### config.mk
export PLATFORM = sky130hd
export DESIGN_NAME = platform_map_flat
export DESIGN_NICKNAME = d
export VERILOG_FILES = /design/src/rtl/platform_map_if.sv /design/src/rtl/platform_map.sv /design/src/flat_wrapper.sv
export SDC_FILE = /design/constraint.sdc
export NUM_CORES = 1
export LEC_CHECK = 0
export BUFFER_PORTS_ARGS = -buffer_cell sky130_fd_sc_hd__buf_2
export CORE_MARGIN = 10
export CORE_UTILIZATION = 40
export CTS_BUF_LIST = sky130_fd_sc_hd__clkbuf_4 sky130_fd_sc_hd__clkbuf_8
export DETAILED_ROUTE_END_ITERATION = 10
export PLACE_DENSITY = 0.59
export SYNTH_ARGS = -nofsm -noshare
export SYNTH_HDL_FRONTEND = slang
export SYNTH_SLANG_ARGS = --single-unit
### constraint.sdc
create_clock -name clk -period 4.1 [get_ports clk]
set_input_delay 0.82 -clock clk [delete_from_list [all_inputs] [get_ports clk]]
set_output_delay 0.82 -clock clk [all_outputs]
set_load 0.05 [all_outputs]
### src/rtl/platform_map_if.sv
// Raster/mask bus between the video timing source and the platform map renderer.
interface platform_map_if #(
  parameter int unsigned NUM_ROWS = 6
);
  localparam int unsigned ROW_W = (NUM_ROWS > 1) ? $clog2(NUM_ROWS) : 1;

  logic [9:0]          hcount;
  logic [9:0]          vcount;
  logic                bounds_draw;
  logic [NUM_ROWS-1:0] mask_data;
  logic                mask_load;
  logic                mask_pending;
  logic                tile_draw;
  logic [ROW_W-1:0]    tile_row;

  modport master (
    output hcount, vcount, bounds_draw, mask_data, mask_load,
    input  mask_pending, tile_draw, tile_row
  );

  modport slave (
    input  hcount, vcount, bounds_draw, mask_data, mask_load,
    output mask_pending, tile_draw, tile_row
  );
endinterface

### src/rtl/platform_map.sv
// Girder-style platform row renderer with frame-synchronous row mask.
// Define MAP_SLOPE_EN to tilt girders (even rows descend rightwards, odd rows ascend).
module platform_map #(
  parameter int unsigned NUM_ROWS    = 6,
  parameter int unsigned FIRST_ROW_V = 250,
  parameter int unsigned ROW_PITCH   = 40,
  parameter int unsigned ROW_HEIGHT  = 10,
  parameter int unsigned TILE_W      = 16,
  parameter int unsigned H_START     = 150,
  parameter int unsigned H_END       = 630,
  parameter int unsigned SLOPE_STEP  = 64,
  parameter int unsigned SLOPE_MAX   = 7
) (
  input  logic           clk,
  input  logic           rst_n,
  platform_map_if.slave  bus
);

`ifdef MAP_SLOPE_EN
  localparam int unsigned BAND_H = ROW_HEIGHT + SLOPE_MAX;
`else
  localparam int unsigned BAND_H = ROW_HEIGHT;
`endif
  localparam int unsigned GAP_N  = ROW_PITCH - BAND_H;
  localparam int unsigned TY_W   = $clog2(ROW_PITCH + 1);
  localparam int unsigned ROW_W  = (NUM_ROWS > 1) ? $clog2(NUM_ROWS) : 1;
  localparam int unsigned TX_W   = $clog2(TILE_W);
  localparam int unsigned CW     = 11;

  if (ROW_PITCH < ROW_HEIGHT + SLOPE_MAX + 1 || SLOPE_STEP == 0) begin : g_bad_cfg
    $error("platform_map: ROW_PITCH must exceed ROW_HEIGHT+SLOPE_MAX and SLOPE_STEP must be nonzero");
  end

  typedef enum logic [1:0] {ST_IDLE, ST_BAND, ST_GAP, ST_DONE} state_e;

  state_e              state_q, state_d;
  logic [ROW_W-1:0]    row_q, row_d;
  logic [TY_W-1:0]     ty_q, ty_d;
  logic                synced_q, synced_d;
  logic [NUM_ROWS-1:0] shadow_q, shadow_d;
  logic [NUM_ROWS-1:0] active_q, active_d;
  logic                pend_q, pend_d;
  logic                s1_draw_q, s1_draw_d;
  logic [ROW_W-1:0]    s1_row_q, s1_row_d;
  logic                draw_q, draw_d;
  logic [ROW_W-1:0]    row_out_q, row_out_d;

  logic                line_start_c;
  logic                frame_start_c;
  logic                in_win_c;
  logic [CW-1:0]       tx_c;
  logic [CW-1:0]       ty_eff_c;
  logic                ty_ok_c;
  logic                pat_c;

  assign line_start_c  = (bus.hcount == 10'd0);
  assign frame_start_c = line_start_c && (bus.vcount == 10'd0);

`ifdef MAP_SLOPE_EN
  localparam int unsigned SS_W  = $clog2(SLOPE_STEP + 1);
  localparam int unsigned OFF_W = $clog2(SLOPE_MAX + 1);

  logic [SS_W-1:0]  sub_q, sub_d;
  logic [OFF_W-1:0] off_q, off_d;
  logic [SS_W-1:0]  cur_sub_c;
  logic [OFF_W-1:0] cur_off_c;
  logic [OFF_W-1:0] row_off_c;

  // Offset counter restarts at the left edge of the drawn window.
  always_comb begin
    cur_sub_c = (bus.hcount == 10'(H_START)) ? '0 : sub_q;
    cur_off_c = (bus.hcount == 10'(H_START)) ? '0 : off_q;
    sub_d     = cur_sub_c + SS_W'(1);
    off_d     = cur_off_c;
    if (cur_sub_c == SS_W'(SLOPE_STEP - 1)) begin
      sub_d = '0;
      off_d = (cur_off_c == OFF_W'(SLOPE_MAX)) ? cur_off_c : cur_off_c + OFF_W'(1);
    end
    row_off_c = row_q[0] ? OFF_W'(SLOPE_MAX) - cur_off_c : cur_off_c;
    ty_eff_c  = CW'(ty_q) - CW'(row_off_c);
    ty_ok_c   = (CW'(ty_q) >= CW'(row_off_c)) && (ty_eff_c < CW'(ROW_HEIGHT));
  end
`else
  always_comb begin
    ty_eff_c = CW'(ty_q);
    ty_ok_c  = (ty_eff_c < CW'(ROW_HEIGHT));
  end
`endif

  // Vertical tracker: advances once per line on the hcount==0 cycle.
  always_comb begin
    state_d  = state_q;
    row_d    = row_q;
    ty_d     = ty_q;
    synced_d = synced_q;
    if (line_start_c) begin
      if (bus.vcount == 10'd0) begin
        state_d  = ST_IDLE;
        row_d    = '0;
        ty_d     = '0;
        synced_d = 1'b1;
      end else begin
        case (state_q)
          ST_IDLE: begin
            if (synced_q && bus.vcount == 10'(FIRST_ROW_V)) begin
              state_d = ST_BAND;
              ty_d    = '0;
            end
          end
          ST_BAND: begin
            if (ty_q == TY_W'(BAND_H - 1)) begin
              ty_d    = '0;
              state_d = (row_q == ROW_W'(NUM_ROWS - 1)) ? ST_DONE : ST_GAP;
            end else begin
              ty_d = ty_q + TY_W'(1);
            end
          end
          ST_GAP: begin
            if (ty_q == TY_W'(GAP_N - 1)) begin
              state_d = ST_BAND;
              row_d   = row_q + ROW_W'(1);
              ty_d    = '0;
            end else begin
              ty_d = ty_q + TY_W'(1);
            end
          end
          ST_DONE: ;
          default: state_d = ST_IDLE;
        endcase
      end
    end
  end

  // Shadow/active mask: a load on the commit cycle goes straight through.
  always_comb begin
    shadow_d = bus.mask_load ? bus.mask_data : shadow_q;
    active_d = frame_start_c ? shadow_d : active_q;
    pend_d   = pend_q;
    if (frame_start_c)      pend_d = 1'b0;
    else if (bus.mask_load) pend_d = 1'b1;
  end

  // Pixel pattern and two-stage output pipeline.
  always_comb begin
    in_win_c  = (bus.hcount >= 10'(H_START)) && (bus.hcount < 10'(H_END));
    tx_c      = CW'(TX_W'(bus.hcount - 10'(H_START)));
    pat_c     = ty_ok_c && ((ty_eff_c == '0) || (ty_eff_c == CW'(ROW_HEIGHT - 1)) ||
                            (tx_c == ty_eff_c) || (tx_c == CW'(TILE_W - 1) - ty_eff_c));
    s1_draw_d = (state_q == ST_BAND) && in_win_c && bus.bounds_draw && active_q[row_q] && pat_c;
    s1_row_d  = s1_draw_d ? row_q : '0;
    draw_d    = s1_draw_q;
    row_out_d = s1_row_q;
  end

  always_ff @(posedge clk) begin
    if (!rst_n) begin
      state_q   <= ST_IDLE;
      row_q     <= '0;
      ty_q      <= '0;
      synced_q  <= 1'b0;
      shadow_q  <= '1;
      active_q  <= '1;
      pend_q    <= 1'b0;
      s1_draw_q <= 1'b0;
      s1_row_q  <= '0;
      draw_q    <= 1'b0;
      row_out_q <= '0;
`ifdef MAP_SLOPE_EN
      sub_q     <= '0;
      off_q     <= '0;
`endif
    end else begin
      state_q   <= state_d;
      row_q     <= row_d;
      ty_q      <= ty_d;
      synced_q  <= synced_d;
      shadow_q  <= shadow_d;
      active_q  <= active_d;
      pend_q    <= pend_d;
      s1_draw_q <= s1_draw_d;
      s1_row_q  <= s1_row_d;
      draw_q    <= draw_d;
      row_out_q <= row_out_d;
`ifdef MAP_SLOPE_EN
      sub_q     <= sub_d;
      off_q     <= off_d;
`endif
    end
  end

  assign bus.mask_pending = pend_q;
  assign bus.tile_draw    = draw_q;
  assign bus.tile_row     = row_out_q;

endmodule

### src/flat_wrapper.sv
// flat-port wrapper written by rule: the top's interface ports become plain ports
module platform_map_flat 
#(
  parameter int unsigned NUM_ROWS    = 6,
  parameter int unsigned FIRST_ROW_V = 250,
  parameter int unsigned ROW_PITCH   = 40,
  parameter int unsigned ROW_HEIGHT  = 10,
  parameter int unsigned TILE_W      = 16,
  parameter int unsigned H_START     = 150,
  parameter int unsigned H_END       = 630,
  parameter int unsigned SLOPE_STEP  = 64,
  parameter int unsigned SLOPE_MAX   = 7
)
  (clk, rst_n, bus_hcount, bus_vcount, bus_bounds_draw, bus_mask_data, bus_mask_load, bus_mask_pending, bus_tile_draw, bus_tile_row);
  platform_map_if #(.NUM_ROWS(NUM_ROWS)) bus_i ();
  input  logic clk;
  input  logic rst_n;
  input wire logic [$bits(bus_i.hcount)-1:0] bus_hcount;
  input wire logic [$bits(bus_i.vcount)-1:0] bus_vcount;
  input wire logic [$bits(bus_i.bounds_draw)-1:0] bus_bounds_draw;
  input wire logic [$bits(bus_i.mask_data)-1:0] bus_mask_data;
  input wire logic [$bits(bus_i.mask_load)-1:0] bus_mask_load;
  output wire logic [$bits(bus_i.mask_pending)-1:0] bus_mask_pending;
  output wire logic [$bits(bus_i.tile_draw)-1:0] bus_tile_draw;
  output wire logic [$bits(bus_i.tile_row)-1:0] bus_tile_row;
  assign bus_i.hcount = bus_hcount;
  assign bus_i.vcount = bus_vcount;
  assign bus_i.bounds_draw = bus_bounds_draw;
  assign bus_i.mask_data = bus_mask_data;
  assign bus_i.mask_load = bus_mask_load;
  assign bus_mask_pending = bus_i.mask_pending;
  assign bus_tile_draw = bus_i.tile_draw;
  assign bus_tile_row = bus_i.tile_row;
  platform_map #(.NUM_ROWS(NUM_ROWS), .FIRST_ROW_V(FIRST_ROW_V), .ROW_PITCH(ROW_PITCH), .ROW_HEIGHT(ROW_HEIGHT), .TILE_W(TILE_W), .H_START(H_START), .H_END(H_END), .SLOPE_STEP(SLOPE_STEP), .SLOPE_MAX(SLOPE_MAX)) u_core (.clk(clk), .rst_n(rst_n), .bus(bus_i));
endmodule
==> results of run 1 <==
==> state kept, by name, indices dropped and copies added (netlist names) <==
| register | count |
|---|---|
| u_core.shadow_q | 6 |
| u_core.row_q | 3 |
| u_core.ty_q | 6 |
| u_core.draw_d | 1 |
| u_core.state_q | 2 |
| u_core.bus.tile_draw | 1 |
| u_core.synced_q | 1 |
| u_core.bus.tile_row | 3 |
| u_core.active_q | 6 |
| u_core.bus.mask_pending | 1 |
| u_core.row_out_d | 3 |
==> power by group <==
part / total, W / internal (W) / switching [W]
Clock: 0.000324 / 0.000205 / 0.000119
Combinational: 0.0000479 / 0.0000219 / 0.0000260
Sequential: 0.000326 / 0.000325 / 0.00000121
==> final timing paths <==
path / from / to / slack [ps]
worst max register to register: u_core.state_q[1]$_SDFFE_PN0P_ / u_core.ty_q[0]$_SDFFE_PN0P_ / 1950
worst min register to register: u_core.row_out_d[2]$_SDFF_PN0_ / u_core.bus.tile_row[2]$_SDFF_PN0_ / 440
worst max-delay path: bus_hcount[0] / u_core.ty_q[0]$_SDFFE_PN0P_ / 1380
worst min-delay path: u_core.row_out_d[2]$_SDFF_PN0_ / u_core.bus.tile_row[2]$_SDFF_PN0_ / 440
==> cell type report <==
cell class	count	area [um^2]	area share
inverters	10	37.54	0.01892
clock buffers	7	90.09	0.04540
clock inverters	1	30.03	0.01513
flip-flops and latches	33	660.6	0.3329
well taps	50	62.56	0.03153
multi-input cells	129	933.4	0.4704
repair buffers	34	170.2	0.08575
==> worst reg2reg max path: cells and delay by family, from the launching register on <==
family	cells	cell delay (ps)
simple gates	3	560
flops	1	330
fa+ha+maj	1	250
compound gates	2	800
buf+inv	1	90
==> routing by layer <==
layer / up-vias / part of all wire / routed length, um
li1: 709 / - / -
met2: 38 / 0.45 / 1686
met4: 0 / 0.018 / 67
met3: 7 / 0.050 / 189
met1: 663 / 0.48 / 1829
met5: - / 0 / 0
==> through the flow <==
stage	hold slack (ps)	std cells	power (W)	instance area, um^2	utilization
2_1_floorplan	411.9	178	0.0003589	1670	-
3_3_place_gp	415.5	256	0.0003792	1864	0.4627
3_5_place_dp	422.3	256	0.0003813	1864	0.4627
4_1_cts	438.1	264	0.0007057	1984	0.4925
5_1_grt	446.7	264	0.0007292	1984	0.4925
6_report	438.3	264	0.0006980	1984	0.4925
==> logic make-up (layout without fill, tap and decap cells) <==
family                   after synthesis  in the layout  synth area share
buffers and inverters                 16             52           0.04569
adder cells (fa/ha/maj)                9              9           0.06742
multiplexers                          12             12           0.07940
AND/OR/NAND/NOR                       66             66            0.2285
flip-flops                            33             33            0.3955
AO/OA/AOI/OAI                         36             36            0.1521
XOR/XNOR                               6              6           0.03146
==> layout by cell type (no fill, tap or decap), types with 2 or more instances in the layout <==
cell	count
nand2_1	17
mux2i_1	11
nor2_1	8
or4_1	2
nor2b_1	3
a211oi_1	2
and3_1	2
inv_1	10
xor2_1	2
o31ai_1	2
ha_1	9
nor3_1	2
a21oi_1	8
or3_1	6
and2_1	4
buf_2	34
clkbuf_8	6
o21ai_0	7
nand4_1	4
dfxtp_1	33
nand3_1	8
xnor2_1	4
a22o_1	6
==> flow_summary.json, run 1 <==
{
  "yosysTopAreaCell": "dfxtp_1",
  "grt_usage": 0.1097,
  "critical_path.max_stage_delay_ps": 590,
  "synth.most_common_cell": "dfxtp_1",
  "cp_max_fo": 12,
  "ys_warn_count": 0,
  "die_height_um": 84.62,
  "use_met2": 0.1730,
  "fin_skew_ps": 2.132,
  "clkTransAtPathRegs_ps": 70,
  "num-fill-cells": 392,
  "maxSlewHeadroom": 0.5902,
  "vias": 1417,
  "required_ps": 4250,
  "synth_ff_type": "dfxtp_1",
  "wl_per_cell_um": 14.29,
  "synth_edf_count": 0,
  "grt_pass1_wl_um": 6637,
  "antenna_found_initial": 0,
  "die_x_um": 84.62,
  "grt_most_used_layer": "met2",
  "async_flop_share": 0,
  "grt-ovfl-total": 0,
  "core_area_um2": 4029,
  "worst-path-stages": 6,
  "rsz0062_at_grt": "no",
  "yosysTopAreaCellShare": 0.3955,
  "fin_crit_ps": 2719,
  "vdd_drop_max_mv": 0.1457,
  "h-tree-depth": 2,
  "finish.net_count": 252,
  "finalSetupViolCount": 0,
  "gp_routability_congestion": 0.8731,
  "crit_type": "in -> reg",
  "antennaDiodeCount": 0,
  "clock_path_buffers": 2,
  "cts.sinks": 33,
  "io_pins": 35,
  "cap_violations": 0,
  "cts_tree": "built",
  "rr_worst_depth": 7,
  "clk-insertion-delay-late_ps": 280,
  "worstSetupEndpointType": "register",
  "drive_gt1_frac": 0.2383,
  "yosys-top-cells-area": "dfxtp_1, ha_1, mux2i_1",
  "use_met1": 0.1338,
  "fmax_mhz": 367.8,
  "p_per_area_nw_per_um2": 351.7,
  "outcome": "finished clean",
  "postSynthNetCount": 217,
  "holdPathStages": 1,
  "synthTopCellsByCount": "dfxtp_1, nand2_1, mux2i_1",
  "cts_root_buffer": "clkbuf_8",
  "ys_seq_elements": 33,
  "port_buffers": 34,
  "start_util": 0.4146,
  "min_period_over_period": 0.6631,
  "tightest_slew_ps": 608.3,
  "path_buf_inv": 1,
  "synth-seq-area-share": 0.3955,
  "hpwl_um": 2968,
  "route.detailed.drc": 0,
  "arrival_ps": 2870,
  "area_delta_synth_final_pct": 18.80,
  "power.leakage_nw": 0.8128,
  "setup_ws_ps": 1381,
  "drt_wl_total_um": 3772,
  "cts_resized": 0,
  "setup_tns_ps": 0,
  "path_cells": "buf_2 > or4_1 > nor4_1 > a22oi_2 > o21ai_0 > nor2_1",
  "numCtsBuffers": 5,
  "cp-start-kind": "input pin",
  "rows": 23,
  "via_per_inst": 5.367,
  "crit_family": "simple AND/OR/NAND/NOR gates",
  "die-area_um2": 7161,
  "postRouteAntennaNets": 0,
  "synthCells": 178,
  "use_met3": 0.03092,
  "drt-initial-drc-count": 94,
  "hold_buffers": 0,
  "place_ws_ps": 1145,
  "synthesis.area_um2": 1670,
  "hold_path_class": "reg -> reg",
  "drtPass1Iterations": 4,
  "hold_viol_final": 0,
  "synth_cell_types": 46,
  "grt_pass1_vias": 1457,
  "grt_max_degree": 22,
  "crit_path_top_delay_cell": "or4_1",
  "postSynthAreaPerCell_um2": 9.384,
  "postCtsSetupRepairBufs": 0,
  "maxSlewViolCount": 0
}
Note: power is estimated with default switching activity, not from simulation.
==> inputs of run 2 (changes only) <==
==> constraint.sdc (replaced) <==
create_clock -name clk -period 2.6 [get_ports clk]
set_input_delay 0.52 -clock clk [delete_from_list [all_inputs] [get_ports clk]]
set_output_delay 0.52 -clock clk [all_outputs]
set_load 0.05 [all_outputs]
==> run 2 against run 1 <==
Effect of this change: clock skew grew 1.9 ps; sequential power grew 58%; clock power grew 56%; design area grew 1.1%; power grew 57%; first-iteration DRC count shrank 16%; worst setup slack lost 1100 ps; clock-buffer cell count is the same; wire length shrank 2.3%; critical path depth is the same; flip-flop and latch count is the same; critical path type unchanged; critical endpoint is now u_core.ty_q[3]$_SDFFE_PN0P_; highest routed layer unchanged.
==> flow_summary.json, run 2 (synthesis gave the netlist of run 1 again) <==
{
  "outcome": "finished clean",
  "grt_max_degree": 22,
  "hold_viol_final": 0,
  "drtPass1Iterations": 4,
  "placed_area_um2": 1887,
  "cts_root_buffer": "clkbuf_8",
  "antenna_found_initial": 0,
  "maxSlewViolCount": 0,
  "grt_pass1_vias": 1474,
  "start_util": 0.4146,
  "cts.sinks": 33,
  "p_total_w": 0.001096,
  "vias": 1407,
  "cts_tree": "built",
  "finish.net_count": 255,
  "path_cells": "buf_2 > or4_1 > nor4_1 > a22oi_2 > or3_2 > a21oi_1",
  "min_period_over_period": 0.8808,
  "p_per_area_nw_per_um2": 545.9,
  "route.detailed.drc": 0,
  "layout_common_cells": "buf_2, dfxtp_1, nand2_1",
  "grt_usage": 0.1046,
  "port_buffers": 34,
  "hold_buffers": 0,
  "cap_violations": 0,
  "area_delta_synth_final_pct": 20.15,
  "hold_path_class": "reg -> reg",
  "setup_tns_ps": 0,
  "fin_skew_ps": 4.001,
  "worstSetupEndpointType": "register",
  "postRouteAntennaNets": 0,
  "clkTransAtPathRegs_ps": 70,
  "antennaDiodeCount": 0,
  "holdWs_ps": 431.8,
  "numCtsBuffers": 5,
  "fin_area_um2": 2007,
  "required_ps": 2820,
  "h-tree-depth": 2,
  "crit_type": "in -> reg",
  "crit_family": "simple AND/OR/NAND/NOR gates",
  "drt_wl_total_um": 3686,
  "die-area_um2": 7161,
  "gp_routability_congestion": 0.9004,
  "multiInputGateArea_um2": 933.4,
  "die_x_um": 84.62,
  "cp-startpoint": "bus_hcount[0]",
  "drive_gt1_frac": 0.2488,
  "core_area_um2": 4029,
  "drt-initial-drc-count": 79,
  "maxSlewHeadroom": 0.6795,
  "rr_worst_depth": 7,
  "grt-ovfl-total": 0,
  "num-fill-cells": 383,
  "arrival_ps": 2510,
  "crit_end": "u_core.ty_q[3]$_SDFFE_PN0P_",
  "rows": 23,
  "postCtsSetupRepairBufs": 0,
  "vdd_drop_max_mv": 0.2952,
  "die_height_um": 84.62,
  "rrSetupSlack_ps": 590,
  "io_pins": 35,
  "worst-path-stages": 6,
  "path_buf_inv": 1,
  "fmax_mhz": 436.7,
  "seq_area_um2": 660.6,
  "final_common_cell": "buf_2",
  "tightest_slew_ps": 480.7,
  "r2r_end": "u_core.ty_q[3]$_SDFFE_PN0P_",
  "crit_path_top_delay_cell": "or4_1",
  "critical_path.max_stage_delay_ps": 600,
  "hpwl_um": 2928,
  "top_regs": "u_core.active_q x6, u_core.shadow_q x6, u_core.ty_q x6",
  "fin_crit_ps": 2290,
  "cp_max_fo": 12,
  "rsz0062_at_grt": "no",
  "clock_path_buffers": 2,
  "finalSetupViolCount": 0,
  "clk-insertion-delay-late_ps": 280,
  "cp-start-kind": "input pin",
  "power.leakage_nw": 0.8285,
  "r2r_start": "u_core.state_q[1]$_SDFFE_PN0P_",
  "via_per_inst": 5.270,
  "grt_pass1_wl_um": 6375,
  "cts_resized": 0,
  "wl_per_cell_um": 13.81
}
run 2: cell count changes in the layout (fill, tap and decap cells not counted):
cell   previous run  this run
buf_4             0         3
run 2: layout make-up:
| cell class | instances | area share |
|---|---|---|
| Inverter | 10 | 0.01870 |
| Tap cell | 50 | 0.03117 |
| Clock inverter | 1 | 0.01496 |
| Clock buffer | 7 | 0.04489 |
| Multi-Input combinational cell | 129 | 0.4651 |
| Timing Repair Buffer | 37 | 0.09601 |
| Sequential cell | 33 | 0.3292 |
run 2: worst min path at each step:
stage | startpoint | endpoint | slack [ps] | cells after the start
floorplan | u_core.draw_d$_SDFF_PN0_ | u_core.bus.tile_draw$_SDFF_PN0_ | 410 | 1
global placement | u_core.row_out_d[2]$_SDFF_PN0_ | u_core.bus.tile_row[2]$_SDFF_PN0_ | 410 | 1
detailed placement | u_core.draw_d$_SDFF_PN0_ | u_core.bus.tile_draw$_SDFF_PN0_ | 420 | 1
CTS | u_core.draw_d$_SDFF_PN0_ | u_core.bus.tile_draw$_SDFF_PN0_ | 440 | 1
global route | u_core.draw_d$_SDFF_PN0_ | u_core.bus.tile_draw$_SDFF_PN0_ | 450 | 1
finish | u_core.draw_d$_SDFF_PN0_ | u_core.bus.tile_draw$_SDFF_PN0_ | 430 | 1
run 2: per-stage QoR:
stage	worst slack (ps)	util	cells
after global routing	172.7	0.4981	267
final	310.0	0.4981	267
after global placement	22.75	0.4683	259
after floorplan	361.2	-	178
after detailed placement	29.28	0.4683	259
after CTS	300.5	0.4981	267
run 2: power by group:
| part | internal (W) | total (W) | switching, W |
|---|---|---|---|
| Sequential | 0.000512 | 0.000514 | 0.00000181 |
| Combinational | 0.0000355 | 0.0000763 | 0.0000408 |
| Clock | 0.000323 | 0.000505 | 0.000183 |
| Total | 0.000870 | 0.00110 | 0.000225 |
run 2: layer usage:
metal,share of wire,vias to the layer above,track usage
met3,0.072,6,0.04058
met2,0.45,38,0.1613
li1,-,720,-
met1,0.47,643,0.1249
met5,0,-,0
met4,0.016,0,0.04790
